File: config.mk
export PLATFORM = sky130hd
export DESIGN_NAME = mul_xxbit_booth_hs
export DESIGN_NICKNAME = d
export VERILOG_FILES = /design/src/rtl/mul_xxbit_booth_hs.sv
export SDC_FILE = /design/constraint.sdc
export NUM_CORES = 1
export LEC_CHECK = 0
export BUFFER_PORTS_ARGS = -buffer_cell sky130_fd_sc_hd__clkbuf_2
export CAP_MARGIN = 40
export CORE_ASPECT_RATIO = 0.7
export CORE_MARGIN = 2
export CORE_UTILIZATION = 35
export DETAILED_ROUTE_END_ITERATION = 8
export GPL_ROUTABILITY_DRIVEN = 0
export GPL_TIMING_DRIVEN = 0
export PLACE_DENSITY = 0.54
export SYNTH_ARGS = -nofsm -noshare
export SYNTH_HDL_FRONTEND = slang
export SYNTH_SLANG_ARGS = --single-unit
File: constraint.sdc
create_clock -name i_clk -period 5.9 [get_ports i_clk]
set_clock_uncertainty 0.15 [all_clocks]
set_input_delay 0 -clock i_clk [delete_from_list [all_inputs] [get_ports i_clk]]
set_output_delay 0 -clock i_clk [all_outputs]
set_load 0.05 [all_outputs]
File: src/rtl/mul_xxbit_booth_hs.sv
// rtl/mul_xxbit_booth_hs.sv - iterative radix-4 Booth multiplier with valid/ready handshakes
module mul_xxbit_booth_hs #(
  parameter int DATA_WIDTH = 8
) (
  input  logic                                 i_clk,
  input  logic                                 i_rst,
  input  logic                                 i_flush,
  input  logic                                 i_in_valid,
  output logic                                 o_in_ready,
  input  logic                                 i_sign,
  input  logic [DATA_WIDTH-1:0]                i_num_a,
  input  logic [DATA_WIDTH-1:0]                i_num_b,
  output logic                                 o_out_valid,
  input  logic                                 i_out_ready,
  output logic [2*DATA_WIDTH-1:0]              o_res,
  output logic [$clog2(DATA_WIDTH/2+2)-1:0]    o_steps
);

  localparam int W  = DATA_WIDTH;
  localparam int AW = 2 * W;
  localparam int BW = W + 3;
  localparam int SW = $clog2(W / 2 + 2);
  localparam logic [SW-1:0] MAX_STEPS = SW'(W / 2 + 1);

  localparam logic [1:0] S_IDLE = 2'd0;
  localparam logic [1:0] S_CALC = 2'd1;
  localparam logic [1:0] S_DONE = 2'd2;

  logic [1:0]    state;
  logic [AW-1:0] a_reg;
  logic [AW-1:0] acc;
  logic [BW-1:0] b_reg;
  logic [SW-1:0] cnt;
  logic          out_valid;
  logic [AW-1:0] res;
  logic [SW-1:0] steps;

  logic [AW-1:0] mag;
  logic [AW-1:0] addend;
  logic [AW-1:0] acc_next;
  logic          neg;
  logic [BW-1:0] b_next;
  logic [SW-1:0] cnt_next;
  logic          finish;

  // Negative digits add ~mag with the +1 supplied as carry-in.
  always_comb begin
    mag = '0;
    neg = 1'b0;
    case (b_reg[2:0])
      3'b001, 3'b010: mag = a_reg;
      3'b011:         mag = {a_reg[AW-2:0], 1'b0};
      3'b100: begin
        mag = {a_reg[AW-2:0], 1'b0};
        neg = 1'b1;
      end
      3'b101, 3'b110: begin
        mag = a_reg;
        neg = 1'b1;
      end
      default:        mag = '0;
    endcase
    addend   = neg ? ~mag : mag;
    acc_next = acc + addend + AW'(neg);
    b_next   = {{2{b_reg[BW-1]}}, b_reg[BW-1:2]};
    cnt_next = cnt + SW'(1);
    // A uniform B means every remaining digit recodes to zero.
    finish   = (cnt_next == MAX_STEPS) || (&b_next) || ~(|b_next);
  end

  always_ff @(posedge i_clk) begin
    if (i_rst) begin
      state     <= S_IDLE;
      a_reg     <= '0;
      b_reg     <= '0;
      acc       <= '0;
      cnt       <= '0;
      out_valid <= 1'b0;
      res       <= '0;
      steps     <= '0;
    end else if (i_flush) begin
      state     <= S_IDLE;
      out_valid <= 1'b0;
      res       <= '0;
      steps     <= '0;
    end else begin
      case (state)
        S_IDLE: begin
          if (i_in_valid) begin
            a_reg <= i_sign ? {{W{i_num_a[W-1]}}, i_num_a} : {{W{1'b0}}, i_num_a};
            b_reg <= {{2{i_sign & i_num_b[W-1]}}, i_num_b, 1'b0};
            acc   <= '0;
            cnt   <= '0;
            state <= S_CALC;
          end
        end
        S_CALC: begin
          acc   <= acc_next;
          a_reg <= {a_reg[AW-3:0], 2'b00};
          b_reg <= b_next;
          cnt   <= cnt_next;
          if (finish) begin
            state     <= S_DONE;
            out_valid <= 1'b1;
            res       <= acc_next;
            steps     <= cnt_next;
          end
        end
        S_DONE: begin
          if (i_out_ready) begin
            state     <= S_IDLE;
            out_valid <= 1'b0;
          end
        end
        default: state <= S_IDLE;
      endcase
    end
  end

  assign o_in_ready  = (state == S_IDLE) & ~i_rst;
  assign o_out_valid = out_valid;
  assign o_res       = res;
  assign o_steps     = steps;

endmodule

=== After elaboration in Yosys (flattened, before gate mapping) ===
Index checks and enable logic that the tools add are counted.

* Add/sub/neg operators: 3
* Equality and inequality tests: 12
* Multiplexer cells: 19
* Bitwise gates (word level): 7
* Reductions and logical operators: 16

{| class="wikitable"
|+ Operators with widths
! cell !! number
|-
| one-hot mux 16 bit (2 select lines) || 3
|-
| two-way mux 16 bit || 4
|-
| one-hot mux 11 bit (2 select lines) || 1
|-
| adder 16 x 1 -> 16 bit || 1
|-
| adder 16 bit || 1
|-
| NOT 16 bit || 1
|-
| == test 3 bit (second input constant) || 4
|-
| two-way mux 11 bit || 1
|-
| AND reduction 3 bit || 3
|-
| AND reduction 9 bit || 1
|-
| OR reduction 9 bit || 1
|-
| == test 3 x 2 -> 1 bit (second input constant) || 2
|-
| two-way mux 2 bit || 3
|-
| != test 2 bit (second input constant) || 3
|-
| one-hot mux 2 bit (3 select lines) || 1
|-
| one-hot mux 3 bit (2 select lines) || 1
|-
| NOT 1 bit || 4
|-
| AND reduction 4 bit || 1
|-
| nonzero test 2 bit || 2
|-
| OR reduction 2 bit || 2
|-
| OR reduction 4 bit || 1
|-
| adder 3 x 1 -> 3 bit (second input constant) || 1
|-
| == test 3 x 1 -> 1 bit (second input constant) || 1
|-
| two-way mux 1 bit || 3
|-
| other kinds (9) || 11
|}

* Register bits after elaboration: 68
* Bits of input ports: 22
* Output and inout port bits: 21

=== Logic depth before layout (Yosys ltp) ===
* Word-level depth: 8
* Mapped depth: 14
* Mapped depth without buffers: 12

=== Least setup slack after synthesis ===
Ideal clock, no wire load.

* Path type: register -> register
* From: register b_reg[0]
* To: register res[14], in the netlist o_res[14]
* Library setup time: 0.116 ns
* Arrival time: 3.316 ns
* Data required time: 5.634 ns
* Setup slack: 2.318 ns
* Cell stages (with the launch flop): 13
* Buffers on the path: 1
* Clock period less this slack: 3.582 ns
* Path through: dfxtp_1 -> inv_1 -> ha_1 -> o31ai_4 -> clkbuf_1 -> xor2_1 -> fa_1 -> a21o_1 -> a221oi_2 -> o21ai_0 -> o21ai_1 -> xnor2_1 -> o211a_1

* Cells in the longest elaborated chain, start to end: 7

{| class="wikitable"
|+ RTL lines
! element !! RTL line !! RTL
|-
| start, declared || 32 || <nowiki>logic [BW-1:0] b_reg;</nowiki>
|-
| start signal, assigned || 91 || <nowiki>b_reg <= {{2{i_sign & i_num_b[W-1]}}, i_num_b, 1'b0};</nowiki>
|-
| start signal, assigned || 100 || <nowiki>b_reg <= b_next;</nowiki>
|-
| == test 3 bit (tied with other cells) || 50 || <nowiki>case (b_reg[2:0])</nowiki>
|-
| OR reduction 4 bit (no line) or OR reduction 2 bit (tied branches) || -- ||
|-
| one-hot mux 16 bit (2 select lines) || 50 ||
|-
| NOT 16 bit || 63 || <nowiki>addend = neg ? ~mag : mag;</nowiki>
|-
| two-way mux 16 bit || 63 ||
|-
| adder 16 bit || 64 || <nowiki>acc_next = acc + addend + AW'(neg);</nowiki>
|-
| adder 16 x 1 -> 16 bit * || 64 ||
|-
| end signal, assigned || 105 || <nowiki>res <= acc_next;</nowiki>
|-
| end, declared || 35 || <nowiki>logic [AW-1:0] res;</nowiki>
|}

Mark *: on every way between the ends. The rest lies on a longest branch, timed or not.
A chain may end at the register's enable or synchronous reset.

=== Final worst setup path ===
Ends and elaborated chain as after synthesis.

==> flow_summary.toml <==
[hold_path]
min_path_type = "in -> reg"

[setup_path]
critical_path_class = "reg -> reg"
worstPathRequired_ns = 5.98
critPathArrivalTime_ns = 4.33
crit_start_category = "register"
cp_top_family = "compound AO/OA/AOI/OAI gates"
cpPeakStageDelay_ns = 0.55
critical_path.endpoint_type = "register"
critPathSlowestCell = "sky130_fd_sc_hd__clkbuf_1"
highest_net_fanout_along_the_worst_path = 10
cp_cell_sequence = "inv_1 -> ha_1 -> o31ai_4 -> clkbuf_1 -> xor2_1 -> fa_1 -> a21o_1 -> a221oi_2 -> o21ai_0 -> o21ai_1 -> xnor2_1 -> o211a_1"
crit_buf_inv = 2

[power]
p_per_area_nw_per_um2 = 273
power.clock.fraction = 0.466
intPower_w = 0.000935
switching_power_w = 0.000340
sw_frac_of_total = 0.267
irDropWorstVdd_uv = 164
power.combinational.fraction = 0.148
power_frac_seq = 0.386
static_power_due_to_leakage_nw = 1.85
p_total_w = 0.00128

[finish]
fin_util = 0.447
post_layout_nonfiller_instances = 666
final_net_count = 574
ratio_of_cells_with_drive_above_1_in_the_final_layout = 0.127
layout.area.seq_um2 = 1360
final_cell_mix = "sky130_fd_sc_hd__dfxtp_1, sky130_fd_sc_hd__nand2_1, sky130_fd_sc_hd__nor2_1"
syn2layout_area_growth_pct = 23.7
layout.filler_cells = 1078
multi_input_comb_area_um2 = 2260
diodes_inserted = 0
most_frequent_standard_cell_in_the_layout_excluding_fill_and_tap_cells = "sky130_fd_sc_hd__dfxtp_1"

[logic_synthesis]
synth_seq_cells = 68
synth-seq-area-share = 0.361
syn-mean-instance-area_um2 = 8.24
netlist_instances = 458
number_of_nets_in_the_synthesized_netlist = 502
postSynth.asyncResetShare = 0
synth-edff-count = 0
syn_area_um2 = 3770
postSynth.topFlopCell = "sky130_fd_sc_hd__dfxtp_1"
synthDistinctLibCells = 53
synth.yosys.warnings = 0

[die]
core_um2 = 10400
dieArea_um2 = 11600
ios = 43
starting_density_of_the_core = 0.362
fp_rows = 31
dieWidth_um = 128
fp.dieH_um = 90.9

[sta]
totalNegativeSetupSlack_ns = 0
period_minus_ws_final_ns = 4.25
layout_worst_path_cycle_share = 0.720
setup_violations = 0
hold_viol_final = 0
grt_setup_unrepaired = "false"
worst_margin_pin_slew_ns = 0.634
timing_max_transition_violations_final = 0
fmax_ghz = 0.235
worst_slew_margin_rel = 0.577

[status]
run_status = "finished clean"

[cts]
clockBufferDepth = 2
tritoncts_buffer_count = 9
clockRootBuffer = "sky130_fd_sc_hd__clkbuf_16"
tritoncts = "done"
clk_latency_ns = 0.34
post_cts.resized_instances = 0
clock_input_transition_at_the_sequential_cells_of_the_worst_setup_and_hold_paths_ns = 0.06
h-tree-depth = 3
cts.sink_count = 68

[placement]
detailedPlacementHpwl_um = 7890
place_inst = 632
numPortBuffers = 40

[route]
drc = 0
firstDrtPassIters = 5
wl_per_cell_um = 15.9
route.detailed.vias_per_inst = 5.39
ant_nets = 0
first_iter_violations = 242
vias = 3588
wl_um = 10600

[global_routing]
gr-total-overflow = 0
grt_first_pass_wirelength_um = 17500
maximum_number_of_pins_on_one_net_before_global_route_repair = 12
vias_in_the_first_global_route = 3422
antenna_violations_before_repair = 0
grt_util_all_layers = 0.191

[run]
max_cap_violations = 0
## per-stage QoR
step / area, um2 / setup WS [ns] / hold slack [ns]
after detailed placement: 4150 / 1.71 / 0.110
after floorplan: 3770 / 2.32 / -0.00230
after global placement: 4140 / 1.73 / 0.105
after CTS: 4670 / 1.67 / 0.0343
after global routing: 4670 / 1.37 / 0.125
final: 4670 / 1.65 / 0.0555
## cell usage after synthesis (4+ instances only)
master / n / area [um2]
sky130_fd_sc_hd__nor2_1: 47 / 176
sky130_fd_sc_hd__a311oi_1: 13 / 114
sky130_fd_sc_hd__a22oi_1: 25 / 188
sky130_fd_sc_hd__nor3_1: 15 / 75.1
sky130_fd_sc_hd__xor2_1: 20 / 175
sky130_fd_sc_hd__a21oi_1: 33 / 165
sky130_fd_sc_hd__a22o_1: 8 / 70.1
sky130_fd_sc_hd__inv_1: 7 / 26.3
sky130_fd_sc_hd__xnor2_1: 11 / 96.3
sky130_fd_sc_hd__o21bai_1: 4 / 30.0
sky130_fd_sc_hd__dfxtp_1: 68 / 1360
sky130_fd_sc_hd__o21ai_0: 10 / 50.1
sky130_fd_sc_hd__nand2_1: 67 / 251
sky130_fd_sc_hd__a211oi_1: 11 / 82.6
sky130_fd_sc_hd__ha_1: 21 / 263
sky130_fd_sc_hd__a21o_1: 8 / 60.1
sky130_fd_sc_hd__nand4_1: 5 / 31.3
sky130_fd_sc_hd__nand3_1: 11 / 55.1
sky130_fd_sc_hd__clkbuf_1: 28 / 105
## timing repair
item,in CTS,in global routing
hold buffers,19,0
hold endpoints to repair,21,0
buffers inserted,0,0
## cells by family after synthesis
logic type | count (synthesis) | synth area share
compound gates | 131 | 0.248
xor+xnor | 31 | 0.0719
fa+ha+maj | 22 | 0.0749
buf+inv | 39 | 0.0411
flops | 68 | 0.361
mux | 2 | 0.00563
simple gates | 165 | 0.198
## final timing paths
check	cells past startpoint	slack, ns	start	to
max	12	1.65	b_reg[0]$_SDFFE_PP0P_	o_res[14]$_SDFFE_PP0P_
min	2	0.06	i_flush	acc[15]$_SDFFE_PP0P_
max reg2reg	12	1.65	b_reg[0]$_SDFFE_PP0P_	o_res[14]$_SDFFE_PP0P_
min reg2reg	2	0.30	o_res[4]$_SDFFE_PP0P_	o_res[4]$_SDFFE_PP0P_
## worst register-to-register path: cells and delay by family (launching register included)
family	cells	cell delay [ns]
adder cells (fa/ha/maj)	2	0.71
flip-flops	1	0.38
buffers and inverters	2	0.64
AO/OA/AOI/OAI	6	1.88
XOR/XNOR	2	0.40
## cell type report
type                    count  share of cell area
multi-input cells         351               0.484
flip-flops and latches     68               0.292
repair buffers             61              0.0863
clock buffers              11              0.0541
well taps                 132              0.0354
plain buffers              32              0.0276
clock inverters             4              0.0155
inverters                   7             0.00563
## power by group through the flow
stage	logic [W]	registers, W	clock network (W)
floorplan	0.000125	0.000500	0
global placement	0.000174	0.000502	0
detailed placement	0.000177	0.000502	0
CTS	0.000188	0.000492	0.000608
global route	0.000208	0.000494	0.000628
finish	0.000188	0.000492	0.000595
## layer usage
layer  track usage  vias up  part of all wire  routed length, um
met5             0        -                 0                  0
li1              -     1797                 -                  -
met4        0.0467        0             0.011                118
met1         0.280     1715              0.52               5530
met2         0.281       62              0.43               4580
met3        0.0450       14             0.037                391
Power figures use the tool's default switching activity.
